## src/rtl/instr_encoder.sv

```systemverilog
// instr_encoder
//   Assembler-side partner of the lab CPU instruction decoder. Instruction
//   fields arrive over a valid/ready handshake. Each instruction is
//   range-checked, packed into a 16-bit word in the decoder's format, buffered
//   in a small FIFO and then written to instruction memory one word per cycle
//   at consecutive addresses. Illegal instructions are dropped, and the first
//   error seen is kept in err_code.
//
// Ports
//   clk, rst_n        clock (rising edge), asynchronous active-low reset
//   load_start        one-cycle pulse: flush, restart at address 0, clear errors
//   in_valid/in_ready input handshake for the instruction fields
//   in_opcode/in_rd/in_rs/in_rt/in_imm  instruction fields (in_imm is signed)
//   imem_we/imem_addr/imem_wdata        instruction-memory write port
//   mem_full          the last memory address has been written
//   instr_count       words written since reset or load_start
//   err_valid/err_code sticky error flag and the code of the first error
module instr_encoder #(
  parameter int ADDR_W     = 8,
  parameter int FIFO_DEPTH = 4
) (
  input  logic              clk,
  input  logic              rst_n,
  input  logic              load_start,
  input  logic              in_valid,
  output logic              in_ready,
  input  logic [3:0]        in_opcode,
  input  logic [2:0]        in_rd,
  input  logic [2:0]        in_rs,
  input  logic [2:0]        in_rt,
  input  logic [15:0]       in_imm,
  output logic              imem_we,
  output logic [ADDR_W-1:0] imem_addr,
  output logic [15:0]       imem_wdata,
  output logic              mem_full,
  output logic [ADDR_W:0]   instr_count,
  output logic              err_valid,
  output logic [1:0]        err_code
);

  localparam int PTR_W = $clog2(FIFO_DEPTH);
  localparam int CNT_W = PTR_W + 1;
  localparam logic [ADDR_W-1:0] LAST_ADDR = '1;

  localparam logic [1:0] ERR_OPCODE = 2'd0;
  localparam logic [1:0] ERR_RANGE  = 2'd1;
  localparam logic [1:0] ERR_ZERO   = 2'd2;
  localparam logic [1:0] ERR_BASE   = 2'd3;

  logic [15:0]       word;
  logic              legal;
  logic [1:0]        code;
  logic              fits7, fits6, fits9;

  logic [15:0]       fifo_q [FIFO_DEPTH];
  logic [PTR_W-1:0]  wr_ptr_q, wr_ptr_d;
  logic [PTR_W-1:0]  rd_ptr_q, rd_ptr_d;
  logic [CNT_W-1:0]  cnt_q, cnt_d;
  logic [ADDR_W-1:0] addr_q, addr_d;
  logic [ADDR_W:0]   icount_q, icount_d;
  logic              mem_full_q, mem_full_d;
  logic              err_valid_q;
  logic [1:0]        err_code_q;

  logic              fifo_full;
  logic              accept, push, pop;

  // A signed value fits in N bits exactly when every bit from N-1 upward
  // equals the sign bit, i.e. that upper slice is all zeros or all ones.
  assign fits7 = (&in_imm[15:6]) | ~(|in_imm[15:6]);
  assign fits6 = (&in_imm[15:5]) | ~(|in_imm[15:5]);
  assign fits9 = (&in_imm[15:8]) | ~(|in_imm[15:8]);

  // Pack the fields and classify the instruction. The if/else chains give
  // the error priority: opcode, then base register, then zero nzimm, then range.
  always_comb begin
    word  = '0;
    legal = 1'b0;
    code  = ERR_OPCODE;
    case (in_opcode)
      4'b0000, 4'b0001, 4'b0101: begin
        word = {in_opcode, in_rt, in_rs[1:0], in_imm[6:0]};
        if (in_rs[2])    code  = ERR_BASE;
        else if (!fits7) code  = ERR_RANGE;
        else             legal = 1'b1;
      end
      4'b0010, 4'b0100, 4'b0110, 4'b0111: begin
        word  = {in_opcode, in_rd, in_rs, in_rt, 3'b000};
        legal = 1'b1;
      end
      4'b0011, 4'b1000, 4'b1001: begin
        word = {in_opcode, in_rd, in_rs, in_imm[5:0]};
        if (in_imm == 16'd0) code  = ERR_ZERO;
        else if (!fits6)     code  = ERR_RANGE;
        else                 legal = 1'b1;
      end
      4'b1010, 4'b1011: begin
        word = {in_opcode, in_rs, in_imm[8:0]};
        if (!fits9) code  = ERR_RANGE;
        else        legal = 1'b1;
      end
      default: begin
        code  = ERR_OPCODE;
        legal = 1'b0;
      end
    endcase
  end

  assign fifo_full = (cnt_q == CNT_W'(FIFO_DEPTH));
  assign in_ready  = !fifo_full && !mem_full_q && !load_start;
  assign accept    = in_valid && in_ready;
  assign push      = accept && legal;
  assign pop       = (cnt_q != '0) && !mem_full_q && !load_start;

  assign imem_we     = pop;
  assign imem_addr   = addr_q;
  assign imem_wdata  = fifo_q[rd_ptr_q];
  assign mem_full    = mem_full_q;
  assign instr_count = icount_q;
  assign err_valid   = err_valid_q;
  assign err_code    = err_code_q;

  // Next-state for the FIFO pointers and the memory write counter. Writing
  // the last address freezes the counter and throws away anything still
  // buffered, including a word pushed on that same edge.
  always_comb begin
    wr_ptr_d   = wr_ptr_q;
    rd_ptr_d   = rd_ptr_q;
    cnt_d      = cnt_q;
    addr_d     = addr_q;
    icount_d   = icount_q;
    mem_full_d = mem_full_q;
    if (load_start) begin
      wr_ptr_d   = '0;
      rd_ptr_d   = '0;
      cnt_d      = '0;
      addr_d     = '0;
      icount_d   = '0;
      mem_full_d = 1'b0;
    end else begin
      if (push) wr_ptr_d = wr_ptr_q + PTR_W'(1);
      if (pop)  rd_ptr_d = rd_ptr_q + PTR_W'(1);
      case ({push, pop})
        2'b10:   cnt_d = cnt_q + CNT_W'(1);
        2'b01:   cnt_d = cnt_q - CNT_W'(1);
        default: cnt_d = cnt_q;
      endcase
      if (pop) begin
        icount_d = icount_q + (ADDR_W+1)'(1);
        if (addr_q == LAST_ADDR) begin
          mem_full_d = 1'b1;
          wr_ptr_d   = '0;
          rd_ptr_d   = '0;
          cnt_d      = '0;
        end else begin
          addr_d = addr_q + ADDR_W'(1);
        end
      end
    end
  end

  // Control state; reset leaves the FIFO empty so no write can follow it.
  always_ff @(posedge clk or negedge rst_n) begin
    if (!rst_n) begin
      wr_ptr_q   <= '0;
      rd_ptr_q   <= '0;
      cnt_q      <= '0;
      addr_q     <= '0;
      icount_q   <= '0;
      mem_full_q <= 1'b0;
    end else begin
      wr_ptr_q   <= wr_ptr_d;
      rd_ptr_q   <= rd_ptr_d;
      cnt_q      <= cnt_d;
      addr_q     <= addr_d;
      icount_q   <= icount_d;
      mem_full_q <= mem_full_d;
    end
  end

  // Word storage needs no reset; occupancy is tracked by cnt_q.
  always_ff @(posedge clk) begin
    if (push) fifo_q[wr_ptr_q] <= word;
  end

  // Sticky error flag; only the first rejected instruction sets the code.
  always_ff @(posedge clk or negedge rst_n) begin
    if (!rst_n) begin
      err_valid_q <= 1'b0;
      err_code_q  <= 2'd0;
    end else if (load_start) begin
      err_valid_q <= 1'b0;
      err_code_q  <= 2'd0;
    end else if (accept && !legal) begin
      err_valid_q <= 1'b1;
      if (!err_valid_q) err_code_q <= code;
    end
  end

endmodule
```

## config.mk

```make
export PLATFORM = sky130hd
export DESIGN_NAME = instr_encoder
export DESIGN_NICKNAME = d
export VERILOG_FILES = /design/src/rtl/instr_encoder.sv
export SDC_FILE = /design/constraint.sdc
export NUM_CORES = 1
export LEC_CHECK = 0
export CAP_MARGIN = 10
export CORE_ASPECT_RATIO = 0.75
export CORE_MARGIN = 1
export CORE_UTILIZATION = 60
export DETAILED_ROUTE_END_ITERATION = 6
export DONT_BUFFER_PORTS = 1
export GPL_TIMING_DRIVEN = 0
export PLACE_DENSITY_LB_ADDON = 0.3
export SETUP_SLACK_MARGIN = 0.05
export SYNTH_ARGS = -nofsm -noshare
export SYNTH_HDL_FRONTEND = slang
export SYNTH_SLANG_ARGS = --single-unit
```

## constraint.sdc

```tcl
create_clock -name clk -period 3.2 [get_ports clk]
set_clock_uncertainty 0.2 [all_clocks]
set_input_delay 0.16 -clock clk [delete_from_list [all_inputs] [get_ports clk]]
set_output_delay 0.16 -clock clk [all_outputs]
set_load 0.01 [all_outputs]
```

==> results of run 1 <==
[final timing paths]
kind	slack, ns	to
setup / recovery	0.27	cnt_q[2]$_DFF_PN0_
hold / removal	0.002	err_code[1]$_DFFE_PN0P_
setup reg to reg	0.44	cnt_q[2]$_DFF_PN0_
hold reg to reg	0.39	wr_ptr_q[1]$_DFF_PN0_
max in group asynchronous	2.62	err_valid$_DFFE_PN0P_
min in group asynchronous	0.01	instr_count[6]$_DFFE_PN0P_
[power by group through the flow]
stage	Sequential (uW)	Clock [uW]	Combinational, uW
6_report	1340	751	342
4_1_cts	1340	762	339
5_1_grt	1340	797	373
3_3_place_gp	1360	0	295
3_5_place_dp	1360	0	303
2_1_floorplan	1360	0	247
[sequential cells by signal, indices dropped and copies added, names as in the netlist]
name and flops:
err_valid 1, imem_addr 8, err_code 2, mem_full 1, fifo_q 64, wr_ptr_q 2
cnt_q 3, instr_count 9, rd_ptr_q 2
[layer usage]
layer,vias up,wire length [microns]
li1,1227,-
met1,1334,3610
met2,127,3840
met3,20,689
met4,0,180
met5,-,0
[stage by stage]
stage	TNS [ns]	area (sq um)	total power, uW
after global placement	-0.0467	4340	1660
after detailed placement	-4.48	4340	1670
after CTS	0	4750	2440
after floorplan	0	4230	1600
final	0	4760	2430
after global routing	0	4760	2510
[cell type report]
cell class | count | area [sq um]
fillers | 452 | 2030
clock buffers | 10 | 128
flip-flops and latches | 92 | 2620
repair buffers | 21 | 220
plain buffers | 10 | 38.8
clock inverters | 6 | 62.6
multi-input cells | 193 | 1530
well taps | 84 | 105
inverters | 15 | 56.3
[cell families (layout without fill, tap and decap cells)]
family,count (synthesis),after routing,synth area share
simple gates,101,101,0.120
compound gates,44,44,0.0748
xor+xnor,17,17,0.0352
fa+ha+maj,8,8,0.0254
buf+inv,25,62,0.0222
flops,92,92,0.620
mux,23,23,0.102
[layout by cell type (no fill, tap or decap), types with 2 or more instances in the layout]
cell type / instances
ha_1: 7
o21ai_0: 11
xnor2_1: 5
and2_1: 7
nand2_1: 25
a31oi_1: 2
clkbuf_1: 10
dlygate4sd3_1: 20
and3_1: 4
and4_1: 2
clkbuf_8: 9
nand2b_1: 3
xor2_1: 12
dfrtp_1: 28
nor2b_1: 4
edfxtp_1: 64
nand3_1: 3
nor3_1: 4
or4_1: 2
inv_1: 15
nand4_1: 6
a21oi_1: 9
mux4_2: 16
a222oi_1: 5
o22ai_1: 2
nor2_1: 32
mux2i_1: 5
or3_1: 3
a22oi_1: 4
clkinvlp_4: 2
a32oi_1: 2
[critical path: cells and delay by family]
family                     cells  cell delay (ns)
AOI/OAI and AO/OA              3             0.72
buffers and inverters          3             0.69
adders and majority gates      2             0.60
and+or+nand+nor                3             0.48
xor gates and xnor gates       2             0.32
[timing repair]
item	CTS	global route
hold buffers	21	0
setup endpoints to repair	0	9
resized for setup	0	5
hold endpoints to repair	83	0
==> qor.txt, run 1 <==
RUN STATUS
--------------------------------------------------------------------------------------------------
Result of the run                                                                     finished, final reports clean

CLOCK NETWORK
--------------------------------------------------------------------------------------------------
Clock transition time at the flip-flop clock pins of the worst setup and hold paths        0.08 ns
Count of H-tree levels built during CTS                                                          3
Clock latency of the later-clocked register in the worst-skew pair                         0.36 ns
Clock tree from TritonCTS                                                                      yes
Max Root-Sink Buffers                                                                            2
Number of CTS-inserted buffers                                                                   9
Post-CTS setup buffer count                                                                      0
CTS Root Buffer Type                                                                      clkbuf_8
Clock Sinks                                                                                     92

POWER
--------------------------------------------------------------------------------------------------
IR Drop Worst-Case VDD                                                                    0.268 mV
Switching share of power                                                                     0.252
Sequential fraction of design power                                                          0.550
Clk network pwr share                                                                        0.309
Fraction of power consumed by combinational cells                                            0.141
Power Dens Cells                                                                       510 nW/um^2
Switching component of the power                                                            613 uW
Leakage                                                                                 0.00173 uW
Internal                                                                                   1820 uW

DIE
--------------------------------------------------------------------------------------------------
Effective utilization at floorplan                                                           0.622
Die width                                                                             99.0 microns
Core ar.                                                                                6800 sq um
Die ar.                                                                                 7390 sq um
Die boundary height                                                                   74.7 microns
Number of rows created at floorplan                                                             26
Boundary Pins                                                                                   72

LAYOUT
--------------------------------------------------------------------------------------------------
Filler-free cell count of the finished design                                                  431
Share of post-route cells with drive strength above 1                                        0.118
Layout area overhead                                                                         12.6%
N_diodes                                                                                         0
Count of nets after finishing                                                                  383
Fraction of the core area covered by cells at the end of the flow                            0.701

YOSYS
--------------------------------------------------------------------------------------------------
Cell with the most instances after synthesis                                              edfxtp_1
Post-Synthesis Mean Instance Area                                                       13.6 sq um
Top cell type's share of synthesized area                                                    0.454
Gate count of the mapped netlist                                                               310
Post-synthesis sequential element count                                                         92
Number of library cell types mapped by synthesis                                                45
Post-synthesis instance area                                                            4230 sq um
Fraction of the yosys area taken by sequential cells                                         0.620
Synth async-reset ratio                                                                      0.304
Cell types with the largest area share after synthesis                                edfxtp_1, dfrtp_1, mux4_2, nor2_1, xor2_1
Syn Nets                                                                                       351
Synth area leader                                                                         edfxtp_1
Post-synth top cells                                                                  edfxtp_1, nor2_1, dfrtp_1, nand2_1, mux4_2
Number of synthesized flops with an enable pin                                                  64
Warning count from the yosys run                                                                 0
Flip-flop cell with the highest count after synthesis                                     edfxtp_1

CRITICAL PATH
--------------------------------------------------------------------------------------------------
Start point of the critical path                                                      in_opcode[0]
Slowest cell on crit path                                                             dlygate4sd3_1
Reg-to-reg startpoint                                                                 cnt_q[1]$_DFF_PN0_
Worst r2r path cells                                                                            11
Critical setup path kind                                                                    in2reg
Critical Path Start Type                                                                 input pin
Critical path required time                                                                3.25 ns
Peak per-stage delay on the critical path                                                  0.53 ns
Peak fanout along the critical path                                                              7
Element type at the critical path end                                                         flop
Series of cell instances along the critical path                                      dlygate4sd3_1 > inv_1 > or3_1 > a21oi_1 > a311oi_4 > a21oi_4 > inv_1 > ha_1 > fa_1 > xnor2_1 > nor2_1 > xnor2_1 > nor2_1
Data arrival at the endpoint of the critical path                                          2.97 ns

ROUTE
--------------------------------------------------------------------------------------------------
Vias                                                                                          2708
Drt drc                                                                                          0
DR iter-0 viols                                                                                227
Total length of routed wires                                                          8320 microns
Iteration count of the initial detailed-routing pass                                             5
Remaining antenna violation count                                                                0
Via density per instance                                                                      6.28
Routed wirelength normalized by instance count                                        19.3 microns

HOLD PATH
--------------------------------------------------------------------------------------------------
Number of stages on the worst hold path                                                          3
Start point of the worst hold path                                                    in_opcode[3]
Type of the tightest min-delay check                                                        in2reg

GLOBAL ROUTING
--------------------------------------------------------------------------------------------------
Aggregate global-route resource usage                                                        0.233
First-pass GRT wire length                                                            12600 microns
Initial antenna violation count                                                                  0
GRT met2 Usage                                                                               0.346
Overflow left after global routing                                                               0
Pin count of the biggest net entering global routing                                            29
M1 GR Usage                                                                                  0.332
Global-route met3 utilization                                                               0.0650
Grt peak-use layer                                                                            met2
Number of global-route vias before repair                                                     2492

STA
--------------------------------------------------------------------------------------------------
Final setup fails                                                                                0
Headroom to the max-slew limit                                                               0.433
Period Utilization, post-route                                                               0.914
Post-route minimum period                                                                  2.93 ns
Max Fclk                                                                                   342 MHz
Slew Viols, Final                                                                                0
Post-layout worst setup margin                                                            0.274 ns
Unrepaired setup endpoints after global routing                                              false
Hold Fails Final Rpt                                                                             0
Worst hold slack across all endpoints                                                   0.00224 ns
Tightest Pin Transition                                                                   0.850 ns

PLACED DESIGN
--------------------------------------------------------------------------------------------------
Pre-CTS setup slack                                                                      -0.183 ns
Total of buffers placed on input and output ports                                                0
Routability cong.                                                                            0.865
HPWL after detailed placement                                                         5790 microns
Number of instances in the placed design                                                       394

FLOW RUN
--------------------------------------------------------------------------------------------------
Max-cap violations                                                                               0

Power figures use the tool's default switching activity.
==> run 2, diff against run 1 <==
--- a/config.mk
+++ b/config.mk
@@ -12,7 +12,7 @@
 export DETAILED_ROUTE_END_ITERATION = 6
 export DONT_BUFFER_PORTS = 1
 export GPL_TIMING_DRIVEN = 0
-export PLACE_DENSITY_LB_ADDON = 0.3
+export PLACE_DENSITY_LB_ADDON = 0.2
 export SETUP_SLACK_MARGIN = 0.05
 export SYNTH_ARGS = -nofsm -noshare
 export SYNTH_HDL_FRONTEND = slang
==> qor.txt, run 2 (synthesis results as in run 1) <==
CLOCK NETWORK
--------------------------------------------------------------------------------------------------
Number of CTS-inserted buffers                                                                   9   unchanged
Clock latency of the later-clocked register in the worst-skew pair                         0.37 ns   was 0.36 ns
Count of H-tree levels built during CTS                                                          3   unchanged
Clock tree from TritonCTS                                                                      yes   unchanged
Clock Sinks                                                                                     92   unchanged
CTS Root Buffer Type                                                                      clkbuf_8   unchanged
Clock transition time at the flip-flop clock pins of the worst setup and hold paths        0.09 ns   was 0.08 ns
Max Root-Sink Buffers                                                                            2   unchanged

POWER
--------------------------------------------------------------------------------------------------
Leakage                                                                                 0.00175 uW   was 0.00173 uW
Power Dens Cells                                                                       516 nW/um^2   was 510 nW/um^2
IR Drop Worst-Case VDD                                                                    0.238 mV   was 0.268 mV

LAYOUT
--------------------------------------------------------------------------------------------------
Filler cell count in the final layout                                                          452   unchanged
Fraction of the core area covered by cells at the end of the flow                            0.707   was 0.701
Most common library cell in the layout ignoring fill and taps                             edfxtp_1   unchanged
Filler-free cell count of the finished design                                                  434   was 431
Count of nets after finishing                                                                  386   was 383
Layout area overhead                                                                         13.7%   was 12.6%
Share of post-route cells with drive strength above 1                                        0.126   was 0.118
N_diodes                                                                                         0   unchanged
Number of flip-flops under the largest register name                                            64   unchanged
Register containing the most flip-flops in the final layout                                 fifo_q   unchanged
Most used cells in the layout excluding fill and tap cells                            edfxtp_1, nor2_1, dfrtp_1, nand2_1, dlygate4sd3_1   unchanged

DIE
--------------------------------------------------------------------------------------------------
Boundary Pins                                                                                   72   unchanged
Die width                                                                             99.0 microns   unchanged
Die boundary height                                                                   74.7 microns   unchanged
Number of rows created at floorplan                                                             26   unchanged
Effective utilization at floorplan                                                           0.622   unchanged
Die ar.                                                                                 7390 sq um   unchanged
Core ar.                                                                                6800 sq um   unchanged

STA
--------------------------------------------------------------------------------------------------
Headroom to the max-slew limit                                                               0.418   was 0.433
Slew Viols, Final                                                                                0   unchanged
Max Fclk                                                                                   341 MHz   was 342 MHz
Post-route minimum period                                                                  2.94 ns   was 2.93 ns
Tightest Pin Transition                                                                   0.873 ns   was 0.850 ns
Sum Neg Setup Slack                                                                           0 ns   unchanged
Period Utilization, post-route                                                               0.917   was 0.914
Hold Fails Final Rpt                                                                             0   unchanged
Final setup fails                                                                                0   unchanged
Unrepaired setup endpoints after global routing                                              false   unchanged

ROUTE
--------------------------------------------------------------------------------------------------
Via density per instance                                                                      6.21   was 6.28
Total length of routed wires                                                          8630 microns   was 8320 microns
Routed wirelength normalized by instance count                                        19.9 microns   was 19.3 microns
Remaining antenna violation count                                                                0   unchanged
Drt drc                                                                                          0   unchanged
DR iter-0 viols                                                                                220   was 227
Vias                                                                                          2694   was 2708
Iteration count of the initial detailed-routing pass                                             5   unchanged

CRITICAL PATH
--------------------------------------------------------------------------------------------------
Critical path required time                                                                3.25 ns   about the same
Worst path depth                                                                                13   unchanged
Crit-path leading delay family                                                        simple AND/OR/NAND/NOR gates   was compound AO/OA/AOI/OAI gates
Series of cell instances along the critical path                                      dlygate4sd3_1 > nand2b_1 > nor2_1 > o21a_1 > a311oi_4 > a21oi_4 > inv_1 > ha_1 > fa_1 > xnor2_1 > nor2_1 > xnor2_1 > nor2_1   was dlygate4sd3_1 > inv_1 > or3_1 > a21oi_1 > a311oi_4 > a21oi_4 > inv_1 > ha_1 > fa_1 > xnor2_1 > nor2_1 > xnor2_1 > nor2_1
Critical Path Start Type                                                                 input pin   unchanged
Element type at the critical path end                                                         flop   unchanged
Data arrival at the endpoint of the critical path                                          2.99 ns   was 2.97 ns
Slowest cell on crit path                                                             dlygate4sd3_1   unchanged
Critical setup path kind                                                                    in2reg   unchanged
Peak per-stage delay on the critical path                                                  0.55 ns   was 0.53 ns
Cell repeated most along the worst path                                                     nor2_1
Peak fanout along the critical path                                                              8   was 7
Worst r2r path cells                                                                            11   unchanged
CP Buf/Inv Count                                                                                 2   was 3

PLACED DESIGN
--------------------------------------------------------------------------------------------------
Number of instances in the placed design                                                       394   unchanged
Total of buffers placed on input and output ports                                                0   unchanged
Routability cong.                                                                            0.862   was 0.865
HPWL after detailed placement                                                         5790 microns   about the same

HOLD PATH
--------------------------------------------------------------------------------------------------
Type of the tightest min-delay check                                                      in2async   was in2reg

GLOBAL ROUTING
--------------------------------------------------------------------------------------------------
Pin count of the biggest net entering global routing                                            29   unchanged
Aggregate global-route resource usage                                                        0.253   was 0.233
Initial antenna violation count                                                                  0   unchanged
First-pass GRT wire length                                                            13500 microns   was 12600 microns
Overflow left after global routing                                                               0   unchanged
Number of global-route vias before repair                                                     2621   was 2492

FLOW RUN
--------------------------------------------------------------------------------------------------
Max-cap violations                                                                               0   unchanged

RUN STATUS
--------------------------------------------------------------------------------------------------
Result of the run                                                                     finished, final reports clean   unchanged

## run 2: cell types whose count changed in the layout (fill, tap and decap cells not counted)
| cell | delta |
|---|---|
| dlygate4sd3_1 | +3 |
| inv_8 | +1 |
| clkinv_1 | -1 |
| clkinvlp_4 | -1 |
| clkbuf_2 | +1 |
| a21oi_2 | +1 |
| clkbuf_1 | -1 |
| clkinv_4 | +1 |
| a21oi_1 | -1 |
## run 2: through the flow
stage	hold WS (ns)	worst slack, ns	instance area (sq um)	power [uW]
finish	0.00925	0.264	4810	2480
global route	0.0300	0.142	4810	2570
CTS	0.00836	0.0763	4770	2480
detailed placement	-0.335	-0.166	4340	1670
global placement	-0.335	-0.129	4340	1660
floorplan	-0.336	0.211	4230	1600
## run 2: final timing paths
| check | from | endpoint | slack, ns |
|---|---|---|---|
| worst max-delay path | in_opcode[3] | cnt_q[2]$_DFF_PN0_ | 0.26 |
| worst min-delay path | rst_n | instr_count[4]$_DFFE_PN0P_ | 0.009 |
| worst max register to register | cnt_q[0]$_DFF_PN0_ | cnt_q[2]$_DFF_PN0_ | 0.36 |
| worst min register to register | wr_ptr_q[1]$_DFF_PN0_ | wr_ptr_q[1]$_DFF_PN0_ | 0.39 |
| max in group asynchronous | rst_n | cnt_q[2]$_DFF_PN0_ | 2.61 |
| min in group clk | in_rs[0] | fifo_q[1][6]$_DFFE_PP_ | 0.03 |
## run 2: metal layers
metal / vias to the layer above / global-route usage / wire, microns
li1: 1232 / - / -
met1: 1352 / 0.349 / 3870
met2: 100 / 0.384 / 3910
met3: 10 / 0.0919 / 741
met4: 0 / 0.0796 / 102
met5: - / 0 / 0
## run 2: final cells by class
type	count	area (sq um)	share of cell area
clock buffer	10	128	0.0265
multi-input combinational	193	1540	0.319
inverter	15	56.3	0.0117
tap	84	105	0.0219
timing repair buffer	24	250	0.0520
clock inverter	6	71.3	0.0148
buffer	10	40.0	0.00833
sequential	92	2620	0.545
## run 2: timing repair
item | CTS | global route
endpoints found under the setup margin | 0 | 33
resized for setup | 0 | 8
buffers inserted | 0 | 0
hold endpoints to repair | 83 | 1
hold buffers | 23 | 1
## run 2: report_power, final
group	total, uW	switching, uW	internal [uW]	leakage (uW)
Sequential	1340	29.4	1310	0.000971
Clock	790	421	369	0.0000988
Combinational	352	200	152	0.000680
Total	2480	650	1830	0.00175
## run 2: worst reg2reg max path, delay by kind of cell, from the launching register on
| family | cells | cell delay (ns) |
|---|---|---|
| AOI/OAI and AO/OA | 2 | 0.64 |
| adders and majority gates | 2 | 0.60 |
| and+or+nand+nor | 4 | 0.48 |
| DFF | 1 | 0.45 |
| xor gates and xnor gates | 2 | 0.27 |
| buffers and inverters | 1 | 0.08 |
